<file path="src/rtl/psum_requant_stream.sv">
// Requantises final PE partial sums (rounding shift, optional ReLU, saturation) and
// streams them out through a small FIFO as an AXI-Stream master with framed tlast.
module psum_requant_stream #(
    parameter int SUM_BW     = 16,
    parameter int OUT_BW     = 8,
    parameter int SHIFT_BW   = 4,
    parameter int FIFO_DEPTH = 8,
    parameter int CNT_BW     = 16
) (
    input  logic                     clk,
    input  logic                     rst_n,
    input  logic [SHIFT_BW-1:0]      i_cfg_shift,
    input  logic                     i_cfg_relu,
    input  logic [CNT_BW-1:0]        i_cfg_len,
    input  logic                     i_clr_ovf,
    input  logic                     i_valid,
    input  logic signed [SUM_BW:0]   i_psum,
    output logic                     o_ready,
    output logic signed [OUT_BW-1:0] o_tdata,
    output logic                     o_tvalid,
    input  logic                     i_tready,
    output logic                     o_tlast,
    output logic                     o_overflow
);

    localparam int PTR_W = (FIFO_DEPTH > 1) ? $clog2(FIFO_DEPTH) : 1;
    localparam int CNT_W = PTR_W + 1;
    localparam int EXT_W = SUM_BW + 2;

    localparam logic signed [EXT_W-1:0] SAT_MAX = EXT_W'((1 << (OUT_BW - 1)) - 1);
    localparam logic signed [EXT_W-1:0] SAT_MIN = -SAT_MAX - EXT_W'(1);

    // Half-LSB bias added before the arithmetic shift, so ties go toward +inf.
    function automatic logic signed [EXT_W-1:0] round_shift(
        input logic signed [SUM_BW:0]   psum,
        input logic [SHIFT_BW-1:0]      sh
    );
        logic signed [EXT_W-1:0] ext;
        logic signed [EXT_W-1:0] rnd;
        logic signed [EXT_W-1:0] sum;
        ext = {psum[SUM_BW], psum};
        rnd = '0;
        if (sh != '0) begin
            rnd = EXT_W'(1) << (sh - SHIFT_BW'(1));
        end
        sum = ext + rnd;
        return sum >>> sh;
    endfunction

    function automatic logic signed [OUT_BW-1:0] relu_saturate(
        input logic signed [EXT_W-1:0] r,
        input logic                    relu
    );
        logic signed [OUT_BW-1:0] res;
        if (relu && (r < 0)) begin
            res = '0;
        end else if (r > SAT_MAX) begin
            res = SAT_MAX[OUT_BW-1:0];
        end else if (r < SAT_MIN) begin
            res = SAT_MIN[OUT_BW-1:0];
        end else begin
            res = r[OUT_BW-1:0];
        end
        return res;
    endfunction

    logic                     s1_vld_p1;
    logic signed [OUT_BW-1:0] s1_data_p1;

    logic signed [OUT_BW-1:0] fifo_mem [FIFO_DEPTH];
    logic [PTR_W-1:0]         wr_ptr;
    logic [PTR_W-1:0]         rd_ptr;
    logic [CNT_W-1:0]         fifo_count;
    logic                     fifo_empty;
    logic                     push;
    logic                     pop;
    logic                     accept;
    logic                     drop;

    logic [CNT_BW-1:0]        beat_cnt;
    logic [CNT_BW-1:0]        last_idx;

    // o_ready reserves a slot for the stage-1 entry still in flight.
    assign o_ready    = (fifo_count + CNT_W'(s1_vld_p1)) < CNT_W'(FIFO_DEPTH);
    assign accept     = i_valid & o_ready;
    assign drop       = i_valid & ~o_ready;

    assign fifo_empty = (fifo_count == '0);
    assign o_tvalid   = ~fifo_empty;
    assign o_tdata    = fifo_empty ? '0 : fifo_mem[rd_ptr];
    assign push       = s1_vld_p1;
    assign pop        = o_tvalid & i_tready;

    assign last_idx   = (i_cfg_len == '0) ? '0 : (i_cfg_len - CNT_BW'(1));
    assign o_tlast    = o_tvalid & (beat_cnt == last_idx);

    // ---- stage 0 -> stage 1: requantise the accepted psum ----
    always_ff @(posedge clk or negedge rst_n) begin
        if (!rst_n) begin
            s1_vld_p1 <= 1'b0;
        end else begin
            s1_vld_p1 <= accept;
        end
    end

    always_ff @(posedge clk) begin
        if (accept) begin
            s1_data_p1 <= relu_saturate(round_shift(i_psum, i_cfg_shift), i_cfg_relu);
        end
    end

    always_ff @(posedge clk or negedge rst_n) begin
        if (!rst_n) begin
            o_overflow <= 1'b0;
        end else if (drop) begin
            o_overflow <= 1'b1;
        end else if (i_clr_ovf) begin
            o_overflow <= 1'b0;
        end
    end

    // ---- stage 1 -> stage 2: output FIFO ----
    always_ff @(posedge clk) begin
        if (push) begin
            fifo_mem[wr_ptr] <= s1_data_p1;
        end
    end

    always_ff @(posedge clk or negedge rst_n) begin
        if (!rst_n) begin
            wr_ptr     <= '0;
            rd_ptr     <= '0;
            fifo_count <= '0;
        end else begin
            if (push) begin
                wr_ptr <= wr_ptr + PTR_W'(1);
            end
            if (pop) begin
                rd_ptr <= rd_ptr + PTR_W'(1);
            end
            fifo_count <= fifo_count + CNT_W'(push) - CNT_W'(pop);
        end
    end

    always_ff @(posedge clk or negedge rst_n) begin
        if (!rst_n) begin
            beat_cnt <= '0;
        end else if (pop) begin
            if (o_tlast) begin
                beat_cnt <= '0;
            end else begin
                beat_cnt <= beat_cnt + CNT_BW'(1);
            end
        end
    end

endmodule
</file>
<file path="config.mk">
export PLATFORM = sky130hd
export DESIGN_NAME = psum_requant_stream
export DESIGN_NICKNAME = d
export VERILOG_FILES = /design/src/rtl/psum_requant_stream.sv
export SDC_FILE = /design/constraint.sdc
export NUM_CORES = 1
export LEC_CHECK = 0
export ABC_AREA = 1
export CORE_MARGIN = 4
export CORE_UTILIZATION = 40
export DETAILED_ROUTE_END_ITERATION = 10
export GPL_TIMING_DRIVEN = 0
export PLACE_DENSITY = 0.62
export SLEW_MARGIN = 20
export SYNTH_ARGS = -nofsm -noshare
export SYNTH_HDL_FRONTEND = slang
export SYNTH_SLANG_ARGS = --single-unit
</file>
<file path="constraint.sdc">
create_clock -name clk -period 7.3 [get_ports clk]
set_clock_uncertainty 0.05 [all_clocks]
set_input_delay 1.46 -clock clk [delete_from_list [all_inputs] [get_ports clk]]
set_output_delay 1.46 -clock clk [all_outputs]
set_load 0.1 [all_outputs]
</file>
## After elaboration in Yosys (flattened, before gate mapping)

Memories as Yosys holds them, arrays and structs flattened.
Index checks and enable logic that the tools add are counted.

| storage, ports and cells | value |
|---|---|
| output and inout bits | 12 |
| logic and storage cells | 47 |
| input port bits | 43 |
| memories | 1 |
| flip-flop bits (word level) | 36 |
| memory bits (writable) | 64 |

| cells by class | value |
|---|---|
| eq/ne operators | 1 |
| bitwise operators | 6 |
| add/sub/neg operators | 8 |
| $lt $le $gt $ge | 4 |
| shift operators | 2 |
| mux-type cells | 11 |
| reduce and logical (&&, ||, !) cells | 6 |

Memory list:

| memory | words | width | rd ports | clocked after memory_dff | write ports | RTL line | source |
|---|---|---|---|---|---|---|---|
| fifo_mem | 8 | 8 | 1 | 0 | 1 | 70 | `logic signed [OUT_BW-1:0] fifo_mem [FIFO_DEPTH];` |

Operators by type and width:

| operator | number |
|---|---|
| 18-bit 2-to-1 mux | 2 |
| 16-bit 2-to-1 mux | 2 |
| 17-bit by 18-bit adder with 18-bit output | 1 |
| 18-bit by 8-bit greater-than comparator with 1-bit output, second input constant | 1 |
| 18-bit by 1-bit < comparator with 1-bit output, second input constant | 1 |
| 18-bit by 8-bit < comparator with 1-bit output, second input constant | 1 |
| 1-bit by 4-bit left shift with 18-bit output, first input constant | 1 |
| 18-bit by 4-bit >>> shifter with 18-bit output | 1 |
| 16-bit by 1-bit adder with 16-bit output, second input constant | 1 |
| 16-bit equality test | 1 |
| 16-bit zero test | 1 |
| 8-bit 2-to-1 mux | 2 |
| 16-bit by 1-bit subtractor with 16-bit output, second input constant | 1 |
| 7-bit 2-to-1 mux | 1 |
| 3-bit by 1-bit adder with 3-bit output, second input constant | 2 |
| 4-bit by 1-bit adder with 4-bit output | 1 |
| 1-bit AND | 4 |
| 4-bit zero test | 1 |
| 4-bit < comparator, second input constant | 1 |
| 1-bit 2-to-1 mux | 4 |
| 4-bit nonzero test | 1 |
| 4-bit by 1-bit subtractor with 4-bit output | 1 |
| 4-bit by 1-bit subtractor with 4-bit output, second input constant | 1 |
| 1-bit NOT | 2 |
| other kinds (3) | 3 |

## Logic depth before layout (Yosys ltp)

| logic depth | value |
|---|---|
| depth in word-level cells | 9 |
| mapped depth | 29 |
| gate-level depth less buffers | 28 |

## Worst setup path after synthesis

No wires, ideal clock.

| timing path | value |
|---|---|
| kind | input-to-output |
| start | input port i_cfg_len[0] |
| end | output port o_tlast |
| data arrival time | 4,246 ps |
| required time | 5,790 ps |
| path slack | 1,544 ps |
| path buffers | 0 |
| stages on the path | 13 |
| cell sequence | inv_1 -> ha_1 -> nand2_2 -> nor3_4 -> nand2_2 -> nor2_4 -> nor2_1 -> clkinv_1 -> nor2_1 -> nor4_1 -> nor3b_1 -> nand4_1 -> nor2_1 |

| between the ends | value |
|---|---|
| cells in the longest elaborated chain, start to end | 4 |
| elaborated cells on any way between the ends | 5 |
| those cells by class | add/sub (1); eq/ne (1); mux (1); bitwise (1); reduce/logical (1) |

Ends and longest elaborated chain:

| element | RTL line | source |
|---|---|---|
| start: declaration | 14 | `input logic [CNT_BW-1:0] i_cfg_len,` |
| 16-bit by 1-bit subtractor with 16-bit output or 16-bit zero test (tied branches) | 94 | `assign last_idx = (i_cfg_len == '0) ? '0 : (i_cfg_len - CNT_BW'(1));` |
| 16-bit 2-to-1 mux (*) | 94 |  |
| 16-bit equality test (*) | 95 | `assign o_tlast = o_tvalid & (beat_cnt == last_idx);` |
| 1-bit AND (*) | 95 |  |
| end: declaration | 22 | `output logic o_tlast,` |

Every way passes the cells marked *; elsewhere a longest branch is shown, timed or not.

## Worst setup path after layout

Ends and elaborated chain as after synthesis.

==> summary.md <==
| Metric | Value |
|---|---|
| Vias post-DR | 6436 |
| Crit-path leading delay family | buffers and inverters |
| # fillers | 1777 |
| Post-cts sizing count | 0 |
| Post-DRT Antenna Nets | 0 |
| Drt via density | 5.10 |
| H-tree levels | 3 |
| Die area | 20100 um2 |
| Fin Setup TNS | 0 ns |
| YS warnings | 0 |
| Max incr delay on CP | 1.15 ns |
| Placed cell areas | 7950 um2 |
| Final Hold Fails | 0 |
| IO buf count | 53 |
| Final core utilization | 47.2% |
| Final Slew Violations | 0 |
| Die H | 142 um |
| Max Clk Rate | 152 MHz |
| Nets@finish | 1101 |
| Crit-path slowest cell | clkdlybuf4s50_1 |
| Result of the run | completed |
| Die Width | 142 um |
| Num CTS Buffers | 9 |
| Reg power frac | 33.3% |
| Residual DRC | 0 |
| Hold Buf Count CTS | 0 |
| Crit-path cells | clkdlybuf4s50_1 -> inv_1 -> ha_1 -> nand2_2 -> nor3_4 -> nand2_2 -> nor2_4 -> nor2_1 -> clkinv_1 -> nor2_1 -> nor4_1 -> nor3b_1 -> nand4_1 -> nor2_1 -> clkdlybuf4s50_1 |
| CP startpoint | i_cfg_len[0] |
| Reg clk slew, reported paths | 0.06 ns |
| Crit path buf inv count | 4 |
| Critical path peak fanout | 9 |
| Worst setup path class | primary input to primary output |
| NetSw | 0.00125 W |
| GRT overflow | 0 |
| Antenna diode count | 0 |
| Core Rows | 48 |
| Post-synthesis register bit count | 100 |
| RR Startpoint | fifo_count[2]$_DFF_PN0_ |
| Longest Clk Path Bufs | 2 |
| Ratio of cells with drive above 1 in the final layout | 5.39% |
| Cell count after placement | 1247 |
| Cell count after synthesis | 969 |
| Synth-to-Final Area Change | 15.2% |
| Maxcap violations | 0 |
| Cell Int Power | 0.00136 W |
| Post-Syn Area per Cell | 7.37 um2 |
| Core Area | 17400 um2 |
| Initial antenna violation count | 0 |
| Post-CTS Setup Repair Bufs | 0 |
| Ratio of final minimum period to clock period | 89.9% |
| Normalized max-slew margin | 33.7% |
| RSZ-0062 raised after global routing | false |
| Final setup violating endpoints | 0 |
| Pin count of the biggest net entering global routing | 29 |
| Vias in the first global route | 6020 |
| DRT iter0 DRCs | 463 |
| Worst vdd ir | 0.359 mV |
| Worst Tran Pin Value | 0.991 ns |
| Final instance area | 8230 um2 |
| CTS root buf | clkbuf_16 |
| First-pass GRT wire length | 29.3 mm |
| WP data arrival | 5.06 ns |
| CTS tree | yes |
| PwrDens | 317 nW/um2 |
| Register area share after synthesis | 40.1% |
| Crit path time final | 6.57 ns |
| Total Routing Usage GR | 18.0% |
| GP Congestion | 0.875 |
| Clk pwr share | 17.2% |
| Clock Latency Late Sink | 0.34 ns |
| Hold path startpoint | wr_ptr[0]$_DFFE_PN0P_ |
| Most frequent CP cell | nor2_1 |
| Post-DP HPWL | 13.8 mm |
| Drt wl/cell | 14.1 um |
| Clk sinks | 100 |
| Switching Fraction | 48.0% |
| Power share of the combinational group | 49.4% |
| CP required | 5.79 ns |
| WL final | 17.9 mm |
| Hold Path Class | flip-flop to flip-flop |
| Syn Nets | 1037 |
| Boundary Pins | 55 |
| Final std cells w/o fill | 1263 |
| Starting Density | 41.0% |
| Critical path capture point type | primary output |
| Cell variety after synth | 40 |
| Drt pass-1 iters | 5 |
| Static Leak | 3.62 nW |
| Crit path launch type | primary input |
| Post-Syn Area | 7140 um2 |
## power by group through the flow
stage / combinational, W / clock [W] / sequential, W
after floorplan: 0.000968 / 0 / 0.000855
after global placement: 0.00128 / 0 / 0.000878
after detailed placement: 0.00129 / 0 / 0.000880
after CTS: 0.00130 / 0.000457 / 0.000870
after global routing: 0.00141 / 0.000486 / 0.000884
final: 0.00129 / 0.000450 / 0.000869
## Yosys cell counts
cell       instances  area, um2
xnor2_1            4       35.0
o211ai_1           6       45.0
conb_1             1       3.75
nand3_1          112        561
nor2_4             1       11.3
nand3_2           11        110
nor3_1            11       55.1
buf_2              5       25.0
nor2_1           142        533
nand2_1          231        867
inv_1            111        417
nor3b_1            2       15.0
o21ai_1            7       35.0
or2_1              3       18.8
nand3b_1           1       7.51
o2111ai_1          1       8.76
or2_2              5       31.3
inv_2              5       18.8
edfxtp_1          72       2160
nand4_1           15       93.8
nor4_1             7       43.8
clkinv_1           3       11.3
o221ai_1           2       17.5
dfrtp_1           28        701
nor4_2             1       12.5
ha_1              24        300
buf_6              1       11.3
and2_1             1       6.26
o21ai_2            8       70.1
buf_1              1       3.75
xor2_1            39        342
nor3_4             1       16.3
a31oi_1            8       50.1
fa_1               1       20.0
o22ai_1            9       56.3
or2_0              1       6.26
a21oi_1           17       85.1
clkbuf_1          18       67.6
nand2_2            2       12.5
o21ai_0           51        255
## worst register-to-register path: stages (launching register included)
cell	delay (ns)
dfrtp_1	0.41
nor4_1	0.60
inv_1	0.12
nand2_1	0.21
inv_2	0.10
buf_2	0.22
ha_1	0.25
ha_1	0.19
xor2_1	0.15
## layer usage
metal / vias to the layer above / GRT usage (%) / part of all wire [%]
met1: 2930 / 24.3 / 46
met3: 25 / 1.75 / 3.7
li1: 3340 / - / -
met5: - / 0 / 0
met2: 141 / 30.9 / 48
met4: 0 / 4.70 / 1.9
## placed cells by master, fill, tap and decap left out, types with 4 or more instances in the layout
master / Yosys / final
xnor2_1: 4 / 4
inv_6: 0 / 4
inv_2: 5 / 5
xor2_1: 39 / 39
o22ai_1: 9 / 9
o21ai_0: 51 / 51
o21ai_2: 8 / 8
buf_2: 5 / 6
a21oi_1: 17 / 17
clkdlybuf4s50_1: 0 / 52
edfxtp_1: 72 / 72
or2_2: 5 / 5
inv_1: 111 / 111
nor2_1: 142 / 142
nor4_1: 7 / 7
clkbuf_16: 0 / 9
ha_1: 24 / 24
nand2_1: 231 / 231
nand3_1: 112 / 112
nand4_1: 15 / 15
o21ai_1: 7 / 7
nor3_1: 11 / 11
a31oi_1: 8 / 8
dfrtp_1: 28 / 28
clkbuf_1: 18 / 19
o211ai_1: 6 / 6
nand3_2: 11 / 11
## path summary, 6_finish.rpt
path                                       endpoint  slack (ns)  depth (start not counted)
min in group asynchronous   beat_cnt[5]$_DFFE_PN0P_        1.09                          1
max                                         o_tlast        0.73                         15
min                           wr_ptr[0]$_DFFE_PN0P_        0.49                          2
max reg2reg                 fifo_count[2]$_DFF_PN0_        4.87                          8
min reg2reg                   wr_ptr[0]$_DFFE_PN0P_        0.49                          2
max in group asynchronous  beat_cnt[14]$_DFFE_PN0P_        5.68                          1
## layout make-up
type / count / area, um2 / area share, %
buffer: 25 / 108 / 1.31
clock buffer: 10 / 229 / 2.78
clock inverter: 6 / 51.3 / 0.623
inverter: 119 / 447 / 5.43
multi-input combinational: 725 / 3720 / 45.3
sequential: 100 / 2860 / 34.8
tap: 225 / 282 / 3.42
timing repair buffer: 53 / 526 / 6.39
## cells by family after synthesis
| group | synth area share [%] |
|---|---|
| buffers and inverters | 7.76 |
| other | 0.0525 |
| XOR/XNOR | 5.27 |
| AND/OR/NAND/NOR | 33.6 |
| AO/OA/AOI/OAI | 8.72 |
| adder cells (fa/ha/maj) | 4.48 |
| flip-flops | 40.1 |
## flip-flops by register name (all words and copies together), names as in the netlist
name and cells:
fifo_count 4, rd_ptr 3, o_overflow 1, fifo_mem 64
beat_cnt 16, wr_ptr 3, s1_data_p1 8, push 1
## stage by stage
stage,total power (W),hold WS (ns),setup WS (ns)
6_report,0.00261,0.495,0.734
5_1_grt,0.00278,0.555,0.434
4_1_cts,0.00262,0.502,0.682
3_5_place_dp,0.00217,0.485,0.678
3_3_place_gp,0.00216,0.465,0.703
2_1_floorplan,0.00182,0.440,1.54
No activity file was read; power rests on OpenSTA's default activity.
